`src/rtl/fetch_pc_gen.sv`:
```
// Frontend PC generator: issues line-sized fetch requests with redirect priority,
// in-order response tracking and stale-response dropping. Optional perf counters: FETCH_PC_GEN_PERF_CNT_EN.
module fetch_pc_gen #(
  parameter int PC_W       = 48,
  parameter int LINE_BYTES = 64,
  parameter int IDX_LO     = 3,
  parameter int IDX_W      = 19,
  parameter int MAX_OUTST  = 4,
  parameter int NUM_REDIR  = 2,
  localparam int OW        = $clog2(MAX_OUTST+1)
) (
  input  logic                      clk,
  input  logic                      rst_n,
  input  logic [PC_W-1:0]           boot_addr,
  input  logic [NUM_REDIR-1:0]      redir_valid,
  input  logic [NUM_REDIR*PC_W-1:0] redir_addr,
  input  logic                      fetch_req,
  output logic                      req_valid,
  input  logic                      req_ready,
  output logic [IDX_W-1:0]          req_index,
  output logic [PC_W-1:0]           req_pc,
  input  logic                      resp_valid,
  output logic                      resp_keep,
  output logic [OW-1:0]             outst_cnt,
  output logic                      err_resp_underflow,
  output logic [31:0]               issued_cnt,
  output logic [31:0]               dropped_cnt
);

  localparam logic [PC_W-1:0] LINE_MASK = PC_W'(LINE_BYTES-1);
  localparam logic [OW-1:0]   OUTST_MAX = OW'(MAX_OUTST);

  typedef enum logic {S_BOOT, S_RUN} state_e;

  state_e          state_q, state_d;
  logic [PC_W-1:0] pc_q, pc_d;
  logic            req_valid_q, req_valid_d;
  logic [OW-1:0]   outst_q, outst_d;
  logic [OW-1:0]   drop_q, drop_d;
  logic            err_q, err_d;

  logic            run, hs, resp_eff, redir_any, drop_resp;
  logic [PC_W-1:0] redir_tgt;

  // Walk from the highest index down so the lowest set source wins.
  always_comb begin
    redir_tgt = '0;
    for (int i = NUM_REDIR-1; i >= 0; i--)
      if (redir_valid[i]) redir_tgt = redir_addr[i*PC_W +: PC_W];
  end

  always_comb begin
    run       = (state_q == S_RUN);
    redir_any = run && (|redir_valid);
    hs        = req_valid_q && req_ready;
    // A response with nothing outstanding is an error and must not wrap the count.
    resp_eff  = resp_valid && (outst_q != '0);
    drop_resp = resp_valid && (drop_q != '0);
    outst_d   = outst_q + OW'(hs) - OW'(resp_eff);
    err_d     = err_q | (resp_valid && (outst_q == '0));
    state_d   = S_RUN;

    pc_d = pc_q;
    if (!run)          pc_d = boot_addr;
    else if (redir_any) pc_d = redir_tgt;
    else if (hs)       pc_d = (pc_q & ~LINE_MASK) + PC_W'(LINE_BYTES);

    req_valid_d = 1'b0;
    if (run && !redir_any) begin
      if (req_valid_q && !hs) req_valid_d = 1'b1;
      else                    req_valid_d = fetch_req && (outst_d < OUTST_MAX);
    end

    drop_d = drop_q;
    if (redir_any)      drop_d = outst_d;
    else if (drop_resp) drop_d = drop_q - 1'b1;
  end

  always_ff @(posedge clk or negedge rst_n) begin
    if (!rst_n) begin
      state_q     <= S_BOOT;
      pc_q        <= '0;
      req_valid_q <= 1'b0;
      outst_q     <= '0;
      drop_q      <= '0;
      err_q       <= 1'b0;
    end else begin
      state_q     <= state_d;
      pc_q        <= pc_d;
      req_valid_q <= req_valid_d;
      outst_q     <= outst_d;
      drop_q      <= drop_d;
      err_q       <= err_d;
    end
  end

  assign req_valid          = req_valid_q;
  assign req_pc             = pc_q;
  assign req_index          = pc_q[IDX_LO +: IDX_W];
  assign outst_cnt          = outst_q;
  assign err_resp_underflow = err_q;
  assign resp_keep          = resp_valid && (drop_q == '0);

`ifdef FETCH_PC_GEN_PERF_CNT_EN
  logic [31:0] issued_cnt_q, issued_cnt_d, dropped_cnt_q, dropped_cnt_d;

  always_comb begin
    issued_cnt_d  = issued_cnt_q + 32'(hs);
    dropped_cnt_d = dropped_cnt_q + 32'(drop_resp);
  end

  always_ff @(posedge clk or negedge rst_n) begin
    if (!rst_n) begin
      issued_cnt_q  <= '0;
      dropped_cnt_q <= '0;
    end else begin
      issued_cnt_q  <= issued_cnt_d;
      dropped_cnt_q <= dropped_cnt_d;
    end
  end

  assign issued_cnt  = issued_cnt_q;
  assign dropped_cnt = dropped_cnt_q;
`else
  assign issued_cnt  = '0;
  assign dropped_cnt = '0;
`endif

endmodule

```
`config.mk`:
```
export PLATFORM = sky130hd
export DESIGN_NAME = fetch_pc_gen
export DESIGN_NICKNAME = d
export VERILOG_FILES = /design/src/rtl/fetch_pc_gen.sv
export SDC_FILE = /design/constraint.sdc
export NUM_CORES = 1
export LEC_CHECK = 0
export BUFFER_PORTS_ARGS = -buffer_cell sky130_fd_sc_hd__buf_2
export CAP_MARGIN = 20
export CORE_MARGIN = 8
export CORE_UTILIZATION = 49
export CTS_CLUSTER_DIAMETER = 200
export DETAILED_ROUTE_END_ITERATION = 16
export PLACE_DENSITY = 0.84
export SLEW_MARGIN = 15
export SYNTH_ARGS = -nofsm -noshare
export SYNTH_HDL_FRONTEND = slang
export SYNTH_SLANG_ARGS = --single-unit
```
`constraint.sdc`:
```
create_clock -name clk -period 4.94 [get_ports clk]
set_clock_uncertainty 0.05 [all_clocks]
set_input_delay 0.988 -clock clk [delete_from_list [all_inputs] [get_ports clk]]
set_output_delay 0.988 -clock clk [all_outputs]
set_load 0.005 [all_outputs]
```
-- Yosys cells after proc, flatten, opt, wreduce, memory -nomap -nowiden
Cells that the tools add are included.
- word-level logic and storage cells: 39
- register bits after elaboration: 57
- output and inout port bits: 137
- input bits: 151
- reduce and logical (&&, ||, !) cells: 17
- equal/unequal tests: 1
- add/subtract/negate cells: 4
- bitwise operators: 1
- muxes and demuxes: 9
- order comparisons: 1
- operator list (cell ; number):
    $mux 48 ; 5
    $add 48x7->48 const B ; 1
    $logic_and 1x1->1 ; 9
    $logic_not 3->1 ; 2
    $mux 3 ; 2
    $reduce_bool 3->1 ; 2
    $add 3x1->3 ; 1
    $lt 3x3->1 const B ; 1
    $ne 3x1->1 const B ; 1
    $sub 3x1->3 ; 1
    $sub 3x1->3 const B ; 1
    $logic_not 1->1 ; 2
    $mux 1 ; 2
    $reduce_bool 2->1 ; 1
    $reduce_or 2->1 ; 1
    $or 1x1->1 ; 1

-- Logic depth before layout (Yosys ltp)
Gate-level depths: netlist (run 1).
- word-level depth: 7
- mapped depth: 13
- mapped depth without buffers: 12

-- Worst setup path after synthesis (run 1)
OpenSTA, ideal clock, no wires.
- kind: input to register
- start: in req_ready
- end: reg req_valid_q, in the netlist req_valid
- required time: 4758 ps
- buffers on the path: 1
- slack: 1914 ps
- arrival time: 2844 ps
- cell stages on the path: 13
- path through: and2_1 -> buf_6 -> clkinv_1 -> ha_1 -> inv_1 -> ha_1 -> inv_1 -> fa_1 -> xnor2_1 -> xnor2_1 -> inv_1 -> a21oi_1 -> nor2_1
- longest elaborated chain between the ends: 7
- elaborated cells on any way between the ends: 9
- ends and longest elaborated chain (element ; RTL line ; source):
    from (decl) ; 19 ; input logic req_ready,
    $logic_and 1x1->1 ; 55 ; hs = req_valid_q && req_ready;
    $add 3x1->3 ; 59 ; outst_d = outst_q + OW'(hs) - OW'(resp_eff);
    $sub 3x1->3 ; 59 ;
    net outst_d[2] ; 38 ; logic [OW-1:0] outst_q, outst_d;
    $lt 3x3->1 ; 71 ; else req_valid_d = fetch_req && (outst_d < OUTST_MAX);
    $logic_and 1x1->1 ; 71 ;
    $mux 1 ; 70 ; if (req_valid_q && !hs) req_valid_d = 1'b1;
    $mux 1 ; 69 ; if (run && !redir_any) begin
    net req_valid_d ; 37 ; logic req_valid_q, req_valid_d;
    to (signal assigned) ; 90 ; req_valid_q <= req_valid_d;
    to (decl) ; 37 ;
The timed path passes the listed nets, and every way through them passes these cells.
A chain may end at the register's enable or synchronous reset.

-- Worst setup path in the final report (run 1)
Ends and elaborated chain as after synthesis.

==> qor.yml, run 1 <==
die:
  die_h_microns: 117
  fp.coreArea_sq_mm: 0.00982
  die_area_sq_mm: 0.0136
  floorplan.io_pins: 288
  rows: 36
  die_width_microns: 117
  floorplan.initialDensity_pct: 50.6
finish:
  layout.core_utilization_pct: 61.3
  layout.area.seq_sq_mm: 0.00143
  final_cell_mix: "buf_2, nor2_1, conb_1"
  layout-drive-gt1-share_pct: 32.6
  antenna_cells: 0
  final_nets: 975
  post-route-cell-area_sq_mm: 0.00602
  mostFrequentLayoutCell: "buf_2"
  multi_input_gate_area_sq_mm: 0.00290
  syn_to_final_growth_pct: 21.1
  num-fill-cells: 931
worst_setup_path:
  critPathMostFrequentCell: "inv_1"
  cpPeakStageDelay_ns: 0.38
  critical_path.top_delay_family: "adder cells"
  crit-reg2reg-launch: "req_pc[6]"
  crit_chain: "buf_2 -> and2_1 -> clkinv_1 -> ha_1 -> inv_1 -> ha_1 -> inv_1 -> fa_1 -> xnor2_1 -> xnor2_1 -> inv_1 -> a21oi_1 -> nor2_1"
  critical_path.startpoint: "req_ready"
  timing.critical_path.required_ns: 5.11
  worst-r2r-setup-slack_ns: 2.07
  worstPathArrival_ns: 3.17
  path_buf_inv: 5
  slowest_stage: "ha_1"
  rr_endpoint: "req_pc[36]"
  timing.setup.critical_path_class: "in2reg"
  maximum_fanout_encountered_on_the_critical_timing_path: 9
  r2r_cells: 6
  endpoint_kind: "flip-flop"
  worstSetupStartpointType: "input pin"
cts:
  clockRootBuffer: "clkbuf_8"
  clk-insertion-delay-late_ns: 0.35
  clock_tree.htree_level_count: 3
  cts.clk_slew.worst_paths_ns: 0.07
  ctsResizeCount: 0
  clock_sinks: 57
  cts-buffers-inserted: 9
  tritoncts: "done"
  cts_setup_buffers: 0
  cts-root-to-sink-buffers: 2
  postCtsHoldBufs: 0
place:
  globalplace.congestion: 0.926
  detailed_place_hpwl_microns: 14100
  dpl-instance-area_sq_mm: 0.00576
  port-buffer-count: 223
pwr:
  power_leakage_nw: 2.90
  share_seq_of_total_power_pct: 36.8
  clock_power_share_pct: 31.8
  power_switching_share_pct: 35.5
  power.share.combinational_pct: 31.3
  p_int_mw: 1.14
  power.switching_mw: 0.631
  cellPowerDensity_mw_per_mm2: 295
  vdd.ir_drop.worst_mv: 0.145
yosys:
  synth.avg_cell_area_sq_um: 7.87
  share_of_async_settable_or_async_resettable_flops_after_synthesis_pct: 100
  ys_ff_latch: 57
  synthesis.area_sq_mm: 0.00497
  yosysSeqAreaShare_pct: 28.7
  synth_enable_flop_cells: 0
  ys.warnings.count: 0
  synthesis.instances: 632
  synth_cell_type_count: 67
  synth_top_flop_cell: "dfrtp_1"
min_path:
  min_path_type: "reg2reg"
  hold-path-endpoint: "err_resp_underflow"
  hold-path-cell-count: 1
  holdCritStartpoint: "err_resp_underflow"
detailed_routing:
  drt-pass1-iter-count: 7
  first_iter_violations: 557
  route.vias.total: 5569
  viasPerCell: 5.83
  wl_per_cell_microns: 19.8
  drc: 0
  ant_nets: 0
  routed_wl_microns: 18900
timing:
  number_of_max_slew_violations_in_the_final_report: 0
  timing.slew.headroom_pct: 32.6
  setup_violations: 0
  timing_hold_violations_final: 0
  timing.setup.tns_ns: 0
  timing_worst_slew_pin_value_ns: 1.01
  finalCriticalPeriod_ns: 3.00
  achievable-frequency_mhz: 333
  final_clock_period_utilization_by_the_worst_path_pct: 60.7
  unrepaired_setup_endpoints_after_global_routing: "false"
run_status:
  result_of_the_run: "finished, final reports clean"
global_routing:
  first_global_vias: 5460
  grt_antenna_before_repair: 1
  met3_usage_pct: 6.67
  grt_first_pass_wirelength_microns: 28500
  pin_count_of_the_biggest_net_entering_global_routing: 63
  grt.met1_usage_pct: 33.0
  grt_use_met2_pct: 44.4
  residual_overflow_from_global_routing: 0
  total_grt_usage_pct: 26.8
  grt-busiest-layer: "met2"
job:
  cap_viol_max_count: 0
-- power by group through the flow --
stage | clock network (mW) | logic, mW | registers (mW)
finish | 0.565 | 0.556 | 0.654
global route | 0.591 | 0.618 | 0.668
CTS | 0.567 | 0.552 | 0.651
detailed placement | 0 | 0.548 | 0.659
global placement | 0 | 0.535 | 0.656
floorplan | 0 | 0.377 | 0.637
-- sequential cells by signal, summed over array words and instances (netlist names) --
| register | cells |
|---|---|
| drop_q | 3 |
| err_resp_underflow | 1 |
| outst_cnt | 3 |
| req_pc | 48 |
| req_valid | 1 |
| run | 1 |
-- cell usage after synthesis (8+ instances only) --
| library cell | instances | area (sq um) |
|---|---|---|
| inv_1 | 17 | 63.8 |
| dfrtp_1 | 57 | 1430 |
| and3_1 | 8 | 50.1 |
| a221oi_1 | 15 | 131 |
| a22oi_1 | 12 | 90.1 |
| nand2_1 | 47 | 176 |
| nor2b_1 | 9 | 56.3 |
| xnor2_1 | 8 | 70.1 |
| buf_4 | 83 | 623 |
| nand3_1 | 24 | 120 |
| nor4_1 | 10 | 62.6 |
| nor3_1 | 17 | 85.1 |
| o22ai_1 | 16 | 100 |
| o22a_1 | 11 | 96.3 |
| o21ai_0 | 27 | 135 |
| a31oi_1 | 20 | 125 |
| clkbuf_1 | 27 | 101 |
| a21oi_1 | 25 | 125 |
| nor2_1 | 77 | 289 |
-- kinds of logic (layout without fill, tap and decap cells) --
family                   Yosys count  after routing  share of synthesized area, %
AO/OA/AOI/OAI                    180            180                          25.5
adder cells (fa/ha/maj)            6              6                          1.66
multiplexers                       4              4                         0.805
AND/OR/NAND/NOR                  230            230                          23.1
buffers and inverters            140            268                          17.8
flip-flops                        57             57                          28.7
XOR/XNOR                          13             13                          2.29
other                              2             65                         0.151
-- area by class of cell --
type	instances	share of cell area [%]
Multi-Input combinational cell	498	48.2
Inverter	18	1.12
Clock inverter	7	2.08
Sequential cell	57	23.7
Timing Repair Buffer	234	20.0
Tap cell	133	2.76
Clock buffer	9	2.06
-- stage by stage --
stage               worst slack (ns)  std cells  power (mW)  hold slack (ns)
floorplan                       1.91        695        1.01            0.401
global placement                1.69        939        1.19            0.386
detailed placement              1.58        939        1.21            0.394
CTS                             1.92        955        1.77            0.412
global route                    1.81        956        1.88            0.455
finish                          1.94        956        1.77            0.414
-- routing by layer --
metal | wire, microns | part of all wire [%]
met1 | 7460 | 39
met2 | 8820 | 47
met3 | 2190 | 12
met4 | 452 | 2.4
met5 | 8 | 0.042
-- worst max-delay path by stage --
stage | cells past startpoint | end | slack (ns)
finish | 13 | req_valid | 1.94
detailed placement | 7 | req_pc[44] | 1.58
global route | 13 | req_valid | 1.81
CTS | 7 | req_pc[36] | 1.92
global placement | 7 | req_pc[44] | 1.69
floorplan | 13 | req_valid | 1.91
-- worst register-to-register path: stages (launching register included) --
cell and delay (ns):
dfrtp_1 0.60, ha_1 0.28, nand4_1 0.21, or4_1 0.74
nor3_2 0.47, nor3_1 0.12, a211oi_1 0.28
Power figures use the tool's default switching activity.
==> run 2: changes to the inputs <==
--- a/config.mk
+++ b/config.mk
@@ -5,13 +5,14 @@
 export SDC_FILE = /design/constraint.sdc
 export NUM_CORES = 1
 export LEC_CHECK = 0
+export ABC_AREA = 1
 export BUFFER_PORTS_ARGS = -buffer_cell sky130_fd_sc_hd__buf_2
 export CAP_MARGIN = 20
 export CORE_MARGIN = 8
-export CORE_UTILIZATION = 49
+export CORE_UTILIZATION = 46
 export CTS_CLUSTER_DIAMETER = 200
 export DETAILED_ROUTE_END_ITERATION = 16
-export PLACE_DENSITY = 0.84
+export PLACE_DENSITY = 0.78
 export SLEW_MARGIN = 15
 export SYNTH_ARGS = -nofsm -noshare
 export SYNTH_HDL_FRONTEND = slang
==> constraint.sdc (replaced) <==
create_clock -name clk -period 3.11 [get_ports clk]
set_clock_uncertainty 0.05 [all_clocks]
set_input_delay 0.622 -clock clk [delete_from_list [all_inputs] [get_ports clk]]
set_output_delay 0.622 -clock clk [all_outputs]
set_load 0.005 [all_outputs]
==> run 2 against run 1 <==
Sequential power rose by 61%. Sequential share of layout area fell by 1.9 points. Clock power rose by 110%. Highest routed layer is now met4. Critical path depth fell by 7. Non-clock buffer count fell by 1. Setup slack got worse by 1.1 ns.
==> qor.yml, run 2 <==
global_routing:
  total_grt_usage_pct: 25.2  # -1.5 points
  first_global_vias: 5830  # +6.8%
  residual_overflow_from_global_routing: 0  # unchanged
  grt_antenna_before_repair: 1  # unchanged
  pin_count_of_the_biggest_net_entering_global_routing: 49  # -22%
  grt_first_pass_wirelength_microns: 30100  # +5.7%
yosys:
  synth.avg_cell_area_sq_um: 6.68  # -15%
  synthTopCellsByArea: "dfrtp_1, nand2_1, buf_4"
  ys_top_cells_by_count: "nand2_1, buf_4, nor2_1"
  ys_ff_latch: 57  # unchanged
  synth_top_area_share_pct: 26.9  # -1.8 points
  synth_top_flop_cell: "dfrtp_1"
  synth_most_common_cell: "nand2_1"
  library_cell_with_the_largest_summed_area_after_synthesis: "dfrtp_1"
  ys.warnings.count: 0  # unchanged
  synthesis.area_sq_mm: 0.00531  # +6.8%
  synthesis.instances: 795  # +26%
  synth_enable_flop_cells: 0  # unchanged
  share_of_async_settable_or_async_resettable_flops_after_synthesis_pct: 100  # unchanged
  yosysSeqAreaShare_pct: 26.9  # -1.8 points
  synth_cell_type_count: 46  # -31%
finish:
  largest_reg_flops: 48  # unchanged
  mostFrequentLayoutCell: "nand2_1"
  final_cell_mix: "nand2_1, buf_2, nor2_1"
  final_nets: 1143  # +17%
  layout-drive-gt1-share_pct: 29.0  # -3.6 points
  syn_to_final_growth_pct: 23.4
pwr:
  power.switching_mw: 1.04  # +65%
  vdd.ir_drop.worst_mv: 0.252  # +74%
  power_switching_share_pct: 33.3  # -2.2 points
  cellPowerDensity_mw_per_mm2: 477  # +62%
  p_int_mw: 2.09  # +82%
  share_seq_of_total_power_pct: 33.4  # -3.4 points
  power_leakage_nw: 3.28  # +13%
  power.share.combinational_pct: 28.1  # -3.2 points
  clock_power_share_pct: 38.5  # +6.7 points
cts:
  clock_tree.htree_level_count: 3  # unchanged
  cts_setup_buffers: 0  # unchanged
  clockRootBuffer: "clkbuf_16"
  ctsResizeCount: 0  # unchanged
  clk-insertion-delay-late_ns: 0.32  # -0.03 ns
  tritoncts: "done"
  postCtsHoldBufs: 0  # unchanged
  clock_sinks: 57  # unchanged
  cts-root-to-sink-buffers: 2  # unchanged
  cts.clk_slew.worst_paths_ns: 0.06  # about the same
  cts-buffers-inserted: 9  # unchanged
timing:
  timing.slew.headroom_pct: 60.6  # +28 points
  timing_worst_slew_pin_value_ns: 0.590  # -0.420 ns
  timing.setup.tns_ns: 0  # unchanged
  final_clock_period_utilization_by_the_worst_path_pct: 71.9
  timing_hold_violations_final: 0  # unchanged
  number_of_max_slew_violations_in_the_final_report: 0  # unchanged
  unrepaired_setup_endpoints_after_global_routing: "false"
  fin_worst_hold_slack_ns: 0.229  # -0.184 ns
  finalCriticalPeriod_ns: 2.23
  achievable-frequency_mhz: 448
  setup_violations: 0  # unchanged
die:
  rows: 39  # +8.3%
  die_h_microns: 123  # +5.7%
  die_area_sq_mm: 0.0152  # +12%
  floorplan.initialDensity_pct: 46.9  # -3.7 points
  floorplan.io_pins: 288  # unchanged
  fp.coreArea_sq_mm: 0.0113  # +15%
  die_width_microns: 123  # +5.7%
place:
  detailed_place_hpwl_microns: 15700  # +12%
  port-buffer-count: 223  # unchanged
  globalplace.congestion: 0.970  # +4.7%
worst_setup_path:
  timing.setup.critical_path_class: "reg2reg"
  timing.critical_path.required_ns: 3.30  # -1.81 ns
  r2r_cells: 6  # unchanged
  maximum_fanout_encountered_on_the_critical_timing_path: 31  # +22
  endpoint_kind: "flip-flop"
  worstSetupStartpointType: "flip-flop"
  worstPathArrival_ns: 2.42  # -0.75 ns
detailed_routing:
  first_iter_violations: 477  # -14%
  viasPerCell: 5.17  # -11%
  ant_nets: 0  # unchanged
  routed_wl_microns: 19800  # +4.5%
  drt-pass1-iter-count: 7  # unchanged
  drc: 0  # unchanged
  route.vias.total: 5870  # +5.4%
  wl_per_cell_microns: 17.4  # -12%
run_status:
  result_of_the_run: "finished, final reports clean"
min_path:
  min_path_type: "in2async"
job:
  cap_viol_max_count: 0  # unchanged
[run 2: changes by cell type after synthesis, sizes merged, moves of 10 or more]
cell / delta
nand2: +196
clkbuf: -17
o22a: -10
nor3: -12
buf: +12
a31oi: -11
nor4: -12
o22ai: -16
inv: +31
nor2: +12
nand3: +18
a21oi: +32
[run 2: path summary, 6_finish.rpt]
check                                    from  slack (ns)            endpoint
setup / recovery                          run        0.88          req_pc[25]
hold / removal                          rst_n        0.23           drop_q[2]
setup reg to reg                          run        0.88          req_pc[25]
hold reg to reg            err_resp_underflow        0.42  err_resp_underflow
max in group asynchronous               rst_n        2.36          req_pc[39]
min in group clk           err_resp_underflow        0.42  err_resp_underflow
[run 2: worst max-delay path, stage by stage, from the launching register on]
cell and delay [ns]:
dfrtp_1 0.61, inv_1 0.16, nor3_4 0.16, nand2_1 0.29
inv_2 0.55, a211oi_1 0.13, a21oi_1 0.19
[run 2: metrics by stage]
step / cell area, sq um / util (%) / total power [mW] / worst slack [ns] / cells
finish: 6550 / 57.9 / 3.13 / 0.875 / 1135
global route: 6550 / 57.9 / 3.31 / 0.666 / 1135
CTS: 6550 / 57.8 / 3.13 / 0.863 / 1134
detailed placement: 6180 / 54.6 / 1.93 / 0.579 / 1118
global placement: 6180 / 54.6 / 1.91 / 0.634 / 1118
floorplan: 5540 / - / 1.59 / 0.951 / 858
[run 2: routing by layer]
metal	part of all wire, %	global-route usage (%)	vias to the layer above
li1	-	-	2867
met1	39	30.7	2701
met2	50	43.4	276
met3	8.9	6.03	26
met4	2.0	7.52	0
met5	0	0	-
[run 2: final cells by class]
type	instances	area [sq um]
sequential	57	1430
timing repair buffer	233	1220
clock inverter	4	97.6
tap	143	179
clock buffer	12	267
inverter	49	184
antenna	1	2.50
fill	1152	4770
multi-input combinational	636	3180
[run 2: power by group through the flow]
stage | Clock, mW | Combinational, mW | Sequential (mW)
final | 1.20 | 0.879 | 1.05
after global routing | 1.23 | 1.00 | 1.07
after CTS | 1.21 | 0.883 | 1.04
after detailed placement | 0 | 0.879 | 1.05
after global placement | 0 | 0.860 | 1.05
after floorplan | 0 | 0.584 | 1.01
[run 2: cells by family (layout without fill, tap and decap cells)]
logic type	after synthesis	after routing	synth area share, %
fa+ha+maj	6	6	1.56
xor+xnor	12	12	1.98
simple gates	399	399	33.3
compound gates	154	154	18.1
flops	57	57	26.9
buf+inv	165	298	18.1
other cells	2	66	0.141
